==> src/rtl/timer_pkg.sv <==
// Shared types and helpers for the countdown timer: FSM state encoding,
// BCD limits, digit-select patterns and BCD increment/decrement arithmetic.
package timer_pkg;

    typedef enum logic [1:0] {
        ST_IDLE  = 2'd0,
        ST_RUN   = 2'd1,
        ST_PAUSE = 2'd2,
        ST_DONE  = 2'd3
    } state_t;

    localparam logic [7:0] SEC_MAX_BCD = 8'h59;
    localparam logic [7:0] MIN_MAX_BCD = 8'h99;

    // Active-low digit selects, indexed by scan slot 0..3
    localparam logic [3:0] AN_SEC_ONES = 4'b1110;
    localparam logic [3:0] AN_SEC_TENS = 4'b1101;
    localparam logic [3:0] AN_MIN_ONES = 4'b1011;
    localparam logic [3:0] AN_MIN_TENS = 4'b0111;

    // Two-digit BCD +1, wrapping from max back to 00
    function automatic logic [7:0] bcd_inc(input logic [7:0] v, input logic [7:0] max);
        logic [7:0] r;
        if (v == max) begin
            r = 8'h00;
        end else if (v[3:0] == 4'd9) begin
            r = {v[7:4] + 4'd1, 4'd0};
        end else begin
            r = {v[7:4], v[3:0] + 4'd1};
        end
        return r;
    endfunction

    // Two-digit BCD -1, wrapping from 00 to max
    function automatic logic [7:0] bcd_dec(input logic [7:0] v, input logic [7:0] max);
        logic [7:0] r;
        if (v == 8'h00) begin
            r = max;
        end else if (v[3:0] == 4'd0) begin
            r = {v[7:4] - 4'd1, 4'd9};
        end else begin
            r = {v[7:4], v[3:0] - 4'd1};
        end
        return r;
    endfunction

endpackage

==> src/rtl/bcd_mmss_counter.sv <==
// MM:SS time register in BCD.
// Ports: clk, rst (sync, active-high); load reloads defaults; dec counts down
// one second (SS borrows from MM, 00:00 holds); inc_min/inc_sec bump each
// field independently with wrap; min_bcd/sec_bcd are the registered time;
// zero_next flags that a decrement now would land on 00:00.
module bcd_mmss_counter
    import timer_pkg::*;
#(
    parameter logic [7:0] DEFAULT_MIN_BCD = 8'h03,
    parameter logic [7:0] DEFAULT_SEC_BCD = 8'h00
) (
    input  logic       clk,
    input  logic       rst,
    input  logic       load,
    input  logic       dec,
    input  logic       inc_min,
    input  logic       inc_sec,
    output logic [7:0] min_bcd,
    output logic [7:0] sec_bcd,
    output logic       zero_next
);

    // Time register: load beats dec beats inc
    always_ff @(posedge clk) begin
        if (rst || load) begin
            min_bcd <= DEFAULT_MIN_BCD;
            sec_bcd <= DEFAULT_SEC_BCD;
        end else if (dec) begin
            if (sec_bcd == 8'h00) begin
                if (min_bcd != 8'h00) begin
                    sec_bcd <= SEC_MAX_BCD;
                    min_bcd <= bcd_dec(min_bcd, MIN_MAX_BCD);
                end
            end else begin
                sec_bcd <= bcd_dec(sec_bcd, SEC_MAX_BCD);
            end
        end else begin
            if (inc_min) min_bcd <= bcd_inc(min_bcd, MIN_MAX_BCD);
            if (inc_sec) sec_bcd <= bcd_inc(sec_bcd, SEC_MAX_BCD);
        end
    end

    assign zero_next = (min_bcd == 8'h00) && (sec_bcd == 8'h01);

endmodule

==> src/rtl/countdown_ctrl.sv <==
// Countdown timer control: start/pause/clear FSM, 1 s tick divider and
// 4-digit display scanner over an MM:SS BCD time register.
// Ports: clk, rst (sync, active-high); start_i/pause_i/clear_i/inc_min_i/
// inc_sec_i single-cycle command pulses; min_bcd/sec_bcd current time;
// running/expired state flags; an active-low digit select; digit_bcd the
// BCD digit for the selected position. All outputs registered.
module countdown_ctrl
    import timer_pkg::*;
#(
    parameter int unsigned TICK_DIV        = 100_000_000,
    parameter int unsigned SCAN_DIV        = 100_000,
    parameter logic [7:0]  DEFAULT_MIN_BCD = 8'h03,
    parameter logic [7:0]  DEFAULT_SEC_BCD = 8'h00
) (
    input  logic       clk,
    input  logic       rst,
    input  logic       start_i,
    input  logic       pause_i,
    input  logic       clear_i,
    input  logic       inc_min_i,
    input  logic       inc_sec_i,
    output logic [7:0] min_bcd,
    output logic [7:0] sec_bcd,
    output logic       running,
    output logic       expired,
    output logic [3:0] an,
    output logic [3:0] digit_bcd
);

    localparam int unsigned TICK_W = (TICK_DIV > 1) ? $clog2(TICK_DIV) : 1;
    localparam int unsigned SCAN_W = (SCAN_DIV > 1) ? $clog2(SCAN_DIV) : 1;
    localparam logic [TICK_W-1:0] TICK_LAST = TICK_W'(TICK_DIV - 1);
    localparam logic [SCAN_W-1:0] SCAN_LAST = SCAN_W'(SCAN_DIV - 1);

    state_t            state;
    state_t            state_next;
    logic [TICK_W-1:0] tick_cnt;
    logic [SCAN_W-1:0] scan_cnt;
    logic [1:0]        scan_idx;
    logic [1:0]        scan_idx_next;
    logic [3:0]        an_next;
    logic [3:0]        digit_next;
    logic              tick;
    logic              tick_clr;
    logic              load;
    logic              dec;
    logic              inc_min;
    logic              inc_sec;
    logic              zero_next;
    logic              time_zero;

    bcd_mmss_counter #(
        .DEFAULT_MIN_BCD (DEFAULT_MIN_BCD),
        .DEFAULT_SEC_BCD (DEFAULT_SEC_BCD)
    ) u_time (
        .clk       (clk),
        .rst       (rst),
        .load      (load),
        .dec       (dec),
        .inc_min   (inc_min),
        .inc_sec   (inc_sec),
        .min_bcd   (min_bcd),
        .sec_bcd   (sec_bcd),
        .zero_next (zero_next)
    );

    assign time_zero = (min_bcd == 8'h00) && (sec_bcd == 8'h00);
    assign tick      = (state == ST_RUN) && (tick_cnt == TICK_LAST);

    // State register
    always_ff @(posedge clk) begin
        if (rst) begin
            state <= ST_IDLE;
        end else begin
            state <= state_next;
        end
    end

    // Next state and time-register controls. One command wins per cycle
    // (clear > pause > start > inc); pause outranks start even where pause
    // itself has no effect. The tick is not a command, so it still acts
    // alongside a pause in RUN.
    always_comb begin
        state_next = state;
        load       = 1'b0;
        dec        = 1'b0;
        inc_min    = 1'b0;
        inc_sec    = 1'b0;
        tick_clr   = 1'b0;
        case (state)
            ST_IDLE: begin
                if (clear_i) begin
                    load = 1'b1;
                end else if (pause_i) begin
                    state_next = ST_IDLE;
                end else if (start_i) begin
                    if (!time_zero) begin
                        state_next = ST_RUN;
                        tick_clr   = 1'b1;
                    end
                end else begin
                    inc_min = inc_min_i;
                    inc_sec = inc_sec_i;
                end
            end
            ST_RUN: begin
                if (clear_i) begin
                    load       = 1'b1;
                    tick_clr   = 1'b1;
                    state_next = ST_IDLE;
                end else begin
                    dec = tick;
                    if (tick && zero_next) begin
                        state_next = ST_DONE;
                    end else if (pause_i) begin
                        state_next = ST_PAUSE;
                    end
                end
            end
            ST_PAUSE: begin
                if (clear_i) begin
                    load       = 1'b1;
                    tick_clr   = 1'b1;
                    state_next = ST_IDLE;
                end else if (!pause_i && start_i) begin
                    state_next = ST_RUN;
                end
            end
            ST_DONE: begin
                if (clear_i || (!pause_i && start_i)) begin
                    load       = 1'b1;
                    tick_clr   = 1'b1;
                    state_next = ST_IDLE;
                end
            end
            default: begin
                state_next = ST_IDLE;
            end
        endcase
    end

    // Status flags track the state being entered
    always_ff @(posedge clk) begin
        if (rst) begin
            running <= 1'b0;
            expired <= 1'b0;
        end else begin
            running <= (state_next == ST_RUN);
            expired <= (state_next == ST_DONE);
        end
    end

    // Second divider: counts RUN cycles only, so pause keeps the partial second
    always_ff @(posedge clk) begin
        if (rst || tick_clr) begin
            tick_cnt <= '0;
        end else if (state == ST_RUN) begin
            tick_cnt <= tick ? '0 : tick_cnt + TICK_W'(1);
        end
    end

    // Scan slot selection and digit mux for the slot about to be shown
    always_comb begin
        scan_idx_next = (scan_cnt == SCAN_LAST) ? scan_idx + 2'd1 : scan_idx;
        an_next       = AN_SEC_ONES;
        digit_next    = sec_bcd[3:0];
        case (scan_idx_next)
            2'd0: begin an_next = AN_SEC_ONES; digit_next = sec_bcd[3:0]; end
            2'd1: begin an_next = AN_SEC_TENS; digit_next = sec_bcd[7:4]; end
            2'd2: begin an_next = AN_MIN_ONES; digit_next = min_bcd[3:0]; end
            2'd3: begin an_next = AN_MIN_TENS; digit_next = min_bcd[7:4]; end
            default: begin an_next = AN_SEC_ONES; digit_next = sec_bcd[3:0]; end
        endcase
    end

    // Free-running scanner; an and digit_bcd register on the same edge
    always_ff @(posedge clk) begin
        if (rst) begin
            scan_cnt  <= '0;
            scan_idx  <= 2'd0;
            an        <= AN_SEC_ONES;
            digit_bcd <= DEFAULT_SEC_BCD[3:0];
        end else begin
            scan_cnt  <= (scan_cnt == SCAN_LAST) ? '0 : scan_cnt + SCAN_W'(1);
            scan_idx  <= scan_idx_next;
            an        <= an_next;
            digit_bcd <= digit_next;
        end
    end

endmodule
==> config.mk <==
export PLATFORM = sky130hd
export DESIGN_NAME = countdown_ctrl
export DESIGN_NICKNAME = d
export VERILOG_FILES = /design/src/rtl/timer_pkg.sv /design/src/rtl/bcd_mmss_counter.sv /design/src/rtl/countdown_ctrl.sv
export SDC_FILE = /design/constraint.sdc
export NUM_CORES = 1
export LEC_CHECK = 0
export CAP_MARGIN = 20
export CORE_UTILIZATION = 31
export CTS_CLUSTER_SIZE = 20
export DETAILED_ROUTE_END_ITERATION = 8
export MAX_ROUTING_LAYER = met4
export PLACE_DENSITY = 0.53
export SLEW_MARGIN = 20
export SYNTH_ARGS = -nofsm -noshare
export SYNTH_HDL_FRONTEND = slang
export SYNTH_SLANG_ARGS = --single-unit
==> constraint.sdc <==
create_clock -name clk -period 2.9 [get_ports clk]
set_clock_uncertainty 0.15 [all_clocks]
set_input_delay 0.58 -clock clk [delete_from_list [all_inputs] [get_ports clk]]
set_output_delay 0.58 -clock clk [all_outputs]
set_load 0.02 [all_outputs]
==> results of run 1 <==
-- worst max-delay path, delay by kind of cell, from the launching register on --
family	cells	cell delay, ps
fa+ha+maj	1	170
buf+inv	1	120
simple gates	3	1000
compound gates	3	780
flops	1	340
-- Yosys cell counts, types with 2 or more instances --
library cell,number
nand2b_1,4
a31oi_1,4
a211oi_1,9
nor3_1,22
dfxtp_1,74
nor3b_1,6
o22ai_1,5
a21oi_1,17
nand3_1,31
nor2b_1,7
a211o_1,2
nand4_1,13
nor4bb_1,2
mux2i_1,9
nor4b_1,2
buf_6,3
and3_1,10
or4_1,2
nor2_1,86
and2_1,2
nand2_1,32
o211ai_1,6
and4_1,4
mux2_4,2
o21ai_0,13
a2111oi_0,2
a311oi_1,4
or2_2,2
buf_4,2
xor2_1,25
buf_2,3
o21bai_1,3
nand3b_1,2
inv_1,20
or3_1,6
ha_1,20
clkbuf_1,15
xnor2_1,18
nor4_1,6
-- worst paths after layout --
kind | endpoint | slack, ps | cells past startpoint
max | u_time.sec_bcd[6] | 270 | 8
min | scan_cnt[0] | 310 | 1
max reg2reg | u_time.sec_bcd[6] | 270 | 8
min reg2reg | scan_cnt[0] | 310 | 1
-- layer usage --
metal	vias to the layer above	track usage (%)	share of wire (%)
li1	1898	-	-
met1	1740	18.8	48
met2	66	23.8	47
met3	13	2.96	3.6
met4	0	5.93	1.4
met5	-	-	0
-- state kept, by name, summed over array words and instances (netlist names) --
register and flops:
state 2, an 4, digit_bcd 4, running 1, u_time.sec_bcd 8, scan_cnt 17, expired 1, u_time.min_bcd 8
scan_idx 2, tick_cnt 27
-- power breakdown --
group | total [W] | switching [W] | leakage [nW] | internal (W)
clock | 0.00117 | 0.000468 | 0.150 | 0.000701
sequential | 0.00104 | 0.0000108 | 0.597 | 0.00103
combinational | 0.000125 | 0.0000729 | 1.11 | 0.0000518
total | 0.00233 | 0.000551 | 1.85 | 0.00178
-- through the flow --
| stage | utilization, % | hold WS (ps) | instance area (um2) | power [W] | instances |
|---|---|---|---|---|---|
| floorplan | - | 280 | 4180 | 0.00115 | 513 |
| global placement | 36.4 | 299 | 4800 | 0.00119 | 724 |
| detailed placement | 36.4 | 305 | 4800 | 0.00119 | 724 |
| CTS | 38.7 | 320 | 5110 | 0.00236 | 740 |
| global route | 38.7 | 363 | 5110 | 0.00243 | 740 |
| finish | 38.7 | 312 | 5110 | 0.00233 | 740 |
-- cell families after synthesis --
logic type	after synthesis	share of synthesized area, %
buffers and inverters	44	4.79
AOI/OAI and AO/OA	74	11.8
DFF	74	35.5
adders and majority gates	20	5.99
muxes	12	3.15
and+or+nand+nor	246	29.7
xor gates and xnor gates	43	9.02
-- cell type report --
type	count	area share (%)
clock buffer	10	4.68
tap	176	4.31
inverter	20	1.47
multi-input combinational	395	48.9
clock inverter	6	1.42
sequential	74	29.0
timing repair buffer	59	10.2
==> flow_summary.json, run 1 <==
{
  "setup.worst_path.class": "flip-flop to flip-flop",
  "fin_crit_ps": 2630,
  "cp-end-kind": "flip-flop",
  "setup_viol": 0,
  "clockBufferDepth": 2,
  "cts_sinks": 74,
  "crit_start": "state[1]",
  "totalWireLength_um": 9690,
  "route.detailed.drc": 0,
  "dieArea_um2": 13900,
  "ys_seq_area_share_pct": 35.5,
  "ys.flop_type": "dfxtp_1",
  "p_leak_nw": 1.85,
  "synth_area_leaders": "dfxtp_1 35%, nor2_1 7.7%, ha_1 6.0%",
  "mostFrequentLayoutCells": "86 x nor2_1, 74 x dfxtp_1, 32 x nand2_1, 32 x clkdlybuf4s50_1, 31 x nand3_1",
  "mostFrequentLayoutCell": "nor2_1",
  "wl_per_cell_um": 13.1,
  "die_w_um": 118,
  "grt_overflow": 0,
  "grt_pass1_wl_um": 16500,
  "setup-tns-final_ps": 0,
  "slew_headroom_pct": 61.4,
  "port_buffers": 32,
  "path_cells": "inv_1, ha_1, and3_1, nand4_1, or4_1, a2111oi_0, o21ai_0, a21oi_1",
  "slew_violations": 0,
  "place_congestion": 0.820,
  "first_pass_iters": 4,
  "cp.required_ps": 3020,
  "fmax_ghz": 0.380,
  "min_from": "scan_cnt[0]",
  "final_hold_viol_count": 0,
  "antenna_found_initial": 0,
  "async_reset_ff_share_pct": 0,
  "cts_htree_levels": 3,
  "cts.clk_slew.worst_paths_ps": 60,
  "outcome": "completed",
  "initial_core_util_pct": 31.7,
  "postSynthCellCount": 513,
  "hold_path_class": "flip-flop to flip-flop",
  "cts_buffers": 9,
  "synth_top_cell_by_area": "dfxtp_1",
  "ir_drop_mv": 0.279,
  "critPathLaunchType": "flip-flop",
  "cts.repair.resized": 0,
  "fillers": 1338,
  "antenna_cells": 0,
  "post-cts-setup-buffers": 0,
  "first_global_vias": 3469,
  "cp.arrival_ps": 2750,
  "clk-insertion-delay-late_ps": 330,
  "yosys.area.top_type_share_pct": 35.5,
  "maxCapViolCount": 0,
  "drive_above_1_share_pct": 9.40,
  "power.density_nw_per_um2": 456,
  "die_h_um": 118,
  "grt_start_max_net_pins": 26,
  "seq_area_um2": 1480,
  "rows": 42,
  "cts_hold_buf": 0,
  "syn_area_um2": 4180,
  "vias_per_cell": 5.02,
  "drt-initial-drc-count": 299,
  "cpPeakStageDelay_ps": 630,
  "rsz0062_at_grt": "false",
  "num_vias": 3717,
  "crit_path_top_delay_cell": "or4_1",
  "critPathMaxFanout": 5,
  "place_hpwl_um": 7200,
  "ant_nets": 0,
  "yosys_warnings": 0,
  "ys_ff_latch": 74,
  "period_share_pct": 90.6,
  "tightest_slew_ps": 578,
  "final_nets": 586,
  "layout_setup_ws_ps": 271,
  "syn_avg_cell_area_um2": 8.14,
  "r2r-start": "state[1]",
  "pin_count": 33,
  "synth_enable_flop_cells": 0,
  "root_buffer": "clkbuf_16",
  "tritoncts": "done",
  "grt_use_total_pct": 15.1,
  "multiInputGateArea_um2": 2500,
  "post-place-ws_ps": 168,
  "syn-num-nets": 540,
  "area_growth_pct": 22.4,
  "yosys.cell_types.count": 57,
  "core-area_um2": 13200
}
Note: power is estimated with default switching activity, not from simulation.
==> run 2: changes to the inputs <==
- PLACE_DENSITY: 0.53 -> 0.55
==> flow_summary.json, run 2 (synthesis results as in run 1) <==
{
  "grt_use_met2_pct": 23.3,
  "final_nets": 591,
  "r2r_cells": 9,
  "grt_use_met3_pct": 3.34,
  "pin_count": 33,
  "totalWireLength_um": 10200,
  "largest-register": "tick_cnt",
  "comb_power_share_pct": 5.8,
  "die_w_um": 118,
  "place_congestion": 0.846,
  "grt_start_max_net_pins": 26,
  "cts_hold_buf": 0,
  "critPathLaunchType": "flip-flop",
  "final_util_pct": 39.1,
  "root_buffer": "clkbuf_16",
  "drt-initial-drc-count": 309,
  "hold_end": "scan_cnt[0]",
  "clockBufferDepth": 2,
  "top_usage_layer": "met2",
  "area_growth_pct": 23.5,
  "rows": 42,
  "tightest_slew_ps": 712,
  "grtUsageMet1_pct": 21.6,
  "place_hpwl_um": 7560,
  "route.detailed.drc": 0,
  "slew_violations": 0,
  "p_sw_w": 0.000507,
  "ir_drop_mv": 0.254,
  "die_h_um": 118,
  "first_global_vias": 3503,
  "antenna_found_initial": 0,
  "setup-tns-final_ps": 0,
  "internal-power_w": 0.00179,
  "dieArea_um2": 13900,
  "num_vias": 3741,
  "initial_core_util_pct": 31.7,
  "rsz0062_at_grt": "false",
  "hold_path_class": "flip-flop to flip-flop",
  "outcome": "completed",
  "cpPeakStageDelay_ps": 580,
  "place_area_um2": 4850,
  "vias_per_cell": 5.02,
  "drive_above_1_share_pct": 10.2,
  "power.density_nw_per_um2": 446,
  "fmax_ghz": 0.382,
  "setup_viol": 0,
  "crit_path_top_delay_cell": "or4_1",
  "wl_per_cell_um": 13.7,
  "cp.required_ps": 3020,
  "clk-insertion-delay-late_ps": 340,
  "cp.arrival_ps": 2740,
  "largest_register_ffs": 27,
  "port_buffers": 32,
  "cp-end-kind": "flip-flop",
  "fillers": 1319,
  "p_leak_nw": 1.88,
  "setup.worst_path.class": "flip-flop to flip-flop",
  "critPathMaxFanout": 8,
  "maxCapViolCount": 0,
  "r2r-start": "state[1]",
  "hold_depth": 1,
  "core-area_um2": 13200,
  "mostFrequentLayoutCell": "nor2_1",
  "grt_use_total_pct": 16.0,
  "r2r_end": "u_time.sec_bcd[6]",
  "period_share_pct": 90.3,
  "mostFrequentLayoutCells": "86 x nor2_1, 74 x dfxtp_1, 32 x nand2_1, 32 x clkdlybuf4s50_1",
  "tritoncts": "done",
  "min_from": "scan_cnt[0]",
  "cts_buffers": 9,
  "ff2ff_setup_slack_ps": 280,
  "cts_sinks": 74,
  "fin_crit_ps": 2620,
  "final_hold_viol_count": 0,
  "largestRegisters": "tick_cnt (27), scan_cnt (17)",
  "post-cts-setup-buffers": 0,
  "grt_overflow": 0,
  "path_cells": "inv_1, ha_1, and3_1, nand4_1, or4_1, buf_4, a2111oi_0, o21ai_0, a21oi_1",
  "slew_headroom_pct": 52.2,
  "p_sw_share_pct": 22.1,
  "cts.repair.resized": 0,
  "first_pass_iters": 4,
  "design_area_um2": 5150,
  "clkPwrFrac_pct": 49.0,
  "pwr-share-seq_pct": 45.2,
  "cts_htree_levels": 3,
  "cts.clk_slew.worst_paths_ps": 60,
  "antenna_cells": 0,
  "ant_nets": 0,
  "grt_pass1_wl_um": 17400
}
run 2: cell types whose count changed in the layout (fill, tap and decap cells not counted):
| cell | delta |
|---|---|
| buf_4 | +4 |
| clkinv_2 | +3 |
| inv_6 | -3 |
| buf_12 | +1 |
| clkbuf_8 | +1 |
| clkinv_4 | -1 |
run 2: layer usage:
layer	up-vias	routed length, um
met5	-	0
met4	0	152
met3	10	495
met2	76	4550
met1	1751	5010
li1	1904	-
run 2: critical path, delay by kind of cell, from the launching register on:
family	cells	cell delay (ps)
AOI/OAI and AO/OA	3	580
adders and majority gates	1	170
buffers and inverters	2	320
DFF	1	350
and+or+nand+nor	3	970
run 2: area by class of cell:
class / count / area [um2] / area share [%]
clock buffers: 11 / 253 / 4.90
clock inverters: 5 / 52.6 / 1.02
inverters: 20 / 75.1 / 1.46
multi-input cells: 395 / 2500 / 48.5
flip-flops and latches: 74 / 1480 / 28.7
well taps: 176 / 220 / 4.27
repair buffers: 64 / 573 / 11.1
run 2: through the flow:
stage	cells	hold slack [ps]	power, W	setup WS [ps]
finish	745	307	0.00230	280
global route	745	341	0.00239	135
CTS	745	319	0.00233	263
detailed placement	729	306	0.00119	172
global placement	729	293	0.00119	172
floorplan	513	280	0.00115	429
run 2: worst max path at each step:
stage,startpoint,endpoint,slack (ps)
after global placement,clear_i,u_time.sec_bcd[6],170
after CTS,state[1],u_time.sec_bcd[6],260
after detailed placement,clear_i,u_time.sec_bcd[6],170
final,state[1],u_time.sec_bcd[6],280
after floorplan,state[1],u_time.min_bcd[4],430
after global routing,state[1],u_time.sec_bcd[6],140
run 2: power groups by stage:
stage	combinational [W]	clock, W	sequential (W)
after floorplan	0.0000839	0	0.00106
after global placement	0.000130	0	0.00106
after detailed placement	0.000133	0	0.00106
after CTS	0.000133	0.00116	0.00104
after global routing	0.000148	0.00120	0.00104
final	0.000133	0.00113	0.00104
==> run 3: changes to the inputs <==
- clock period: 2.9 -> 2.5 ns (I/O delays scaled with it)
==> flow_summary.json, run 3 (synthesis results as in run 1) <==
{
  "tightest_slew_ps": 577,
  "layout.cells.non_filler": 773,
  "critPathLaunchType": "flip-flop",
  "cp-end-kind": "flip-flop",
  "fmax_ghz": 0.427,
  "clockBufferDepth": 2,
  "slew_headroom_pct": 61.2,
  "hold_path_class": "flip-flop to flip-flop",
  "final_util_pct": 40.7,
  "largest-register": "tick_cnt",
  "totalWireLength_um": 10100,
  "rsz0062_at_grt": "false",
  "dieArea_um2": 13900,
  "mostFrequentLayoutCells": "86 x nor2_1, 74 x dfxtp_1, 59 x buf_4",
  "grt_start_max_net_pins": 26,
  "core-area_um2": 13200,
  "place_congestion": 0.858,
  "first_global_vias": 3650,
  "rows": 42,
  "place_hpwl_um": 7550,
  "grt_pass1_wl_um": 17000,
  "setup-tns-final_ps": 0,
  "first_pass_iters": 6,
  "place_area_um2": 5060,
  "ant_nets": 0,
  "ir_drop_mv": 0.288,
  "seq_area_um2": 1480,
  "route.detailed.drc": 0,
  "drt-initial-drc-count": 303,
  "tritoncts": "done",
  "area_growth_pct": 28.5,
  "largest_register_ffs": 27,
  "place_inst": 757,
  "power.density_nw_per_um2": 486,
  "vias_per_cell": 5.02,
  "grt_overflow": 0,
  "root_buffer": "clkbuf_16",
  "drive_above_1_share_pct": 15.1,
  "final_nets": 619,
  "multiInputGateArea_um2": 2520,
  "antenna_found_initial": 0,
  "die_w_um": 118,
  "p_leak_nw": 2.01,
  "num_vias": 3877,
  "cts_sinks": 74,
  "post-cts-setup-buffers": 0,
  "cp.required_ps": 2630,
  "wl_per_cell_um": 13.1,
  "cts_hold_buf": 0,
  "fillers": 1318,
  "cts_htree_levels": 3,
  "critPathMaxFanout": 7,
  "port_buffers": 32,
  "die_h_um": 118,
  "clk-insertion-delay-late_ps": 340,
  "initial_core_util_pct": 31.7,
  "pin_count": 33,
  "setup_viol": 0,
  "outcome": "completed",
  "largestRegisters": "tick_cnt (27), scan_cnt (17)",
  "grt_use_total_pct": 15.6,
  "cts_buffers": 9,
  "antenna_cells": 0,
  "fin_crit_ps": 2340,
  "period_share_pct": 93.6,
  "setup.worst_path.class": "flip-flop to flip-flop",
  "final_hold_viol_count": 0,
  "mostFrequentLayoutCell": "nor2_1",
  "cts.clk_slew.worst_paths_ps": 60,
  "design_area_um2": 5370,
  "maxCapViolCount": 0,
  "cp.arrival_ps": 2470,
  "worst_hold_slack_ps": 312,
  "slew_violations": 0
}
==> run 3: routing by layer <==
layer | up-vias | GRT usage (%) | part of all wire, %
li1 | 1963 | - | -
met3 | 20 | 3.10 | 4.2
met2 | 92 | 23.1 | 44
met4 | 0 | 7.37 | 2.1
met5 | - | - | 0
met1 | 1802 | 20.2 | 50
==> run 3: layout make-up <==
type,count,area share [%]
Clock buffer,10,4.45
Clock inverter,6,0.909
Inverter,20,1.40
Multi-Input combinational cell,395,46.9
Sequential cell,74,27.6
Tap cell,176,4.10
Timing Repair Buffer,92,14.6
==> run 3: worst paths after layout <==
path	startpoint	endpoint	slack [ps]	cells after the start
setup reg to reg	state[1]	u_time.min_bcd[4]	160	8
setup / recovery	state[1]	u_time.min_bcd[4]	160	8
hold / removal	scan_cnt[0]	scan_cnt[0]	310	1
hold reg to reg	scan_cnt[0]	scan_cnt[0]	310	1
==> run 3: power by group <==
part           leakage, nW  internal, W  total [W]  switching, W
Clock                0.132     0.000707    0.00123      0.000524
Combinational         1.28    0.0000774   0.000172     0.0000942
Sequential           0.597      0.00119    0.00120    0.00000991
==> run 3: critical path, cell delays in order, from the launching register on <==
cell and delay, ps:
dfxtp_1 310, inv_1 70, ha_1 150, and3_1 180
nand4_1 110, or4_4 570, mux2_4 370, mux2_4 310
nor2_2 70
==> run 3: repair_timing <==
item,CTS,global route
gates resized for setup,0,4
hold endpoints to repair,0,0
setup endpoints to repair,0,14
==> run 3: through the flow <==
step	worst slack [ps]	total power, W
finish	159	0.00261
CTS	22.2	0.00264
global placement	-161	0.00140
detailed placement	-191	0.00140
global route	10.6	0.00271
floorplan	29.1	0.00133
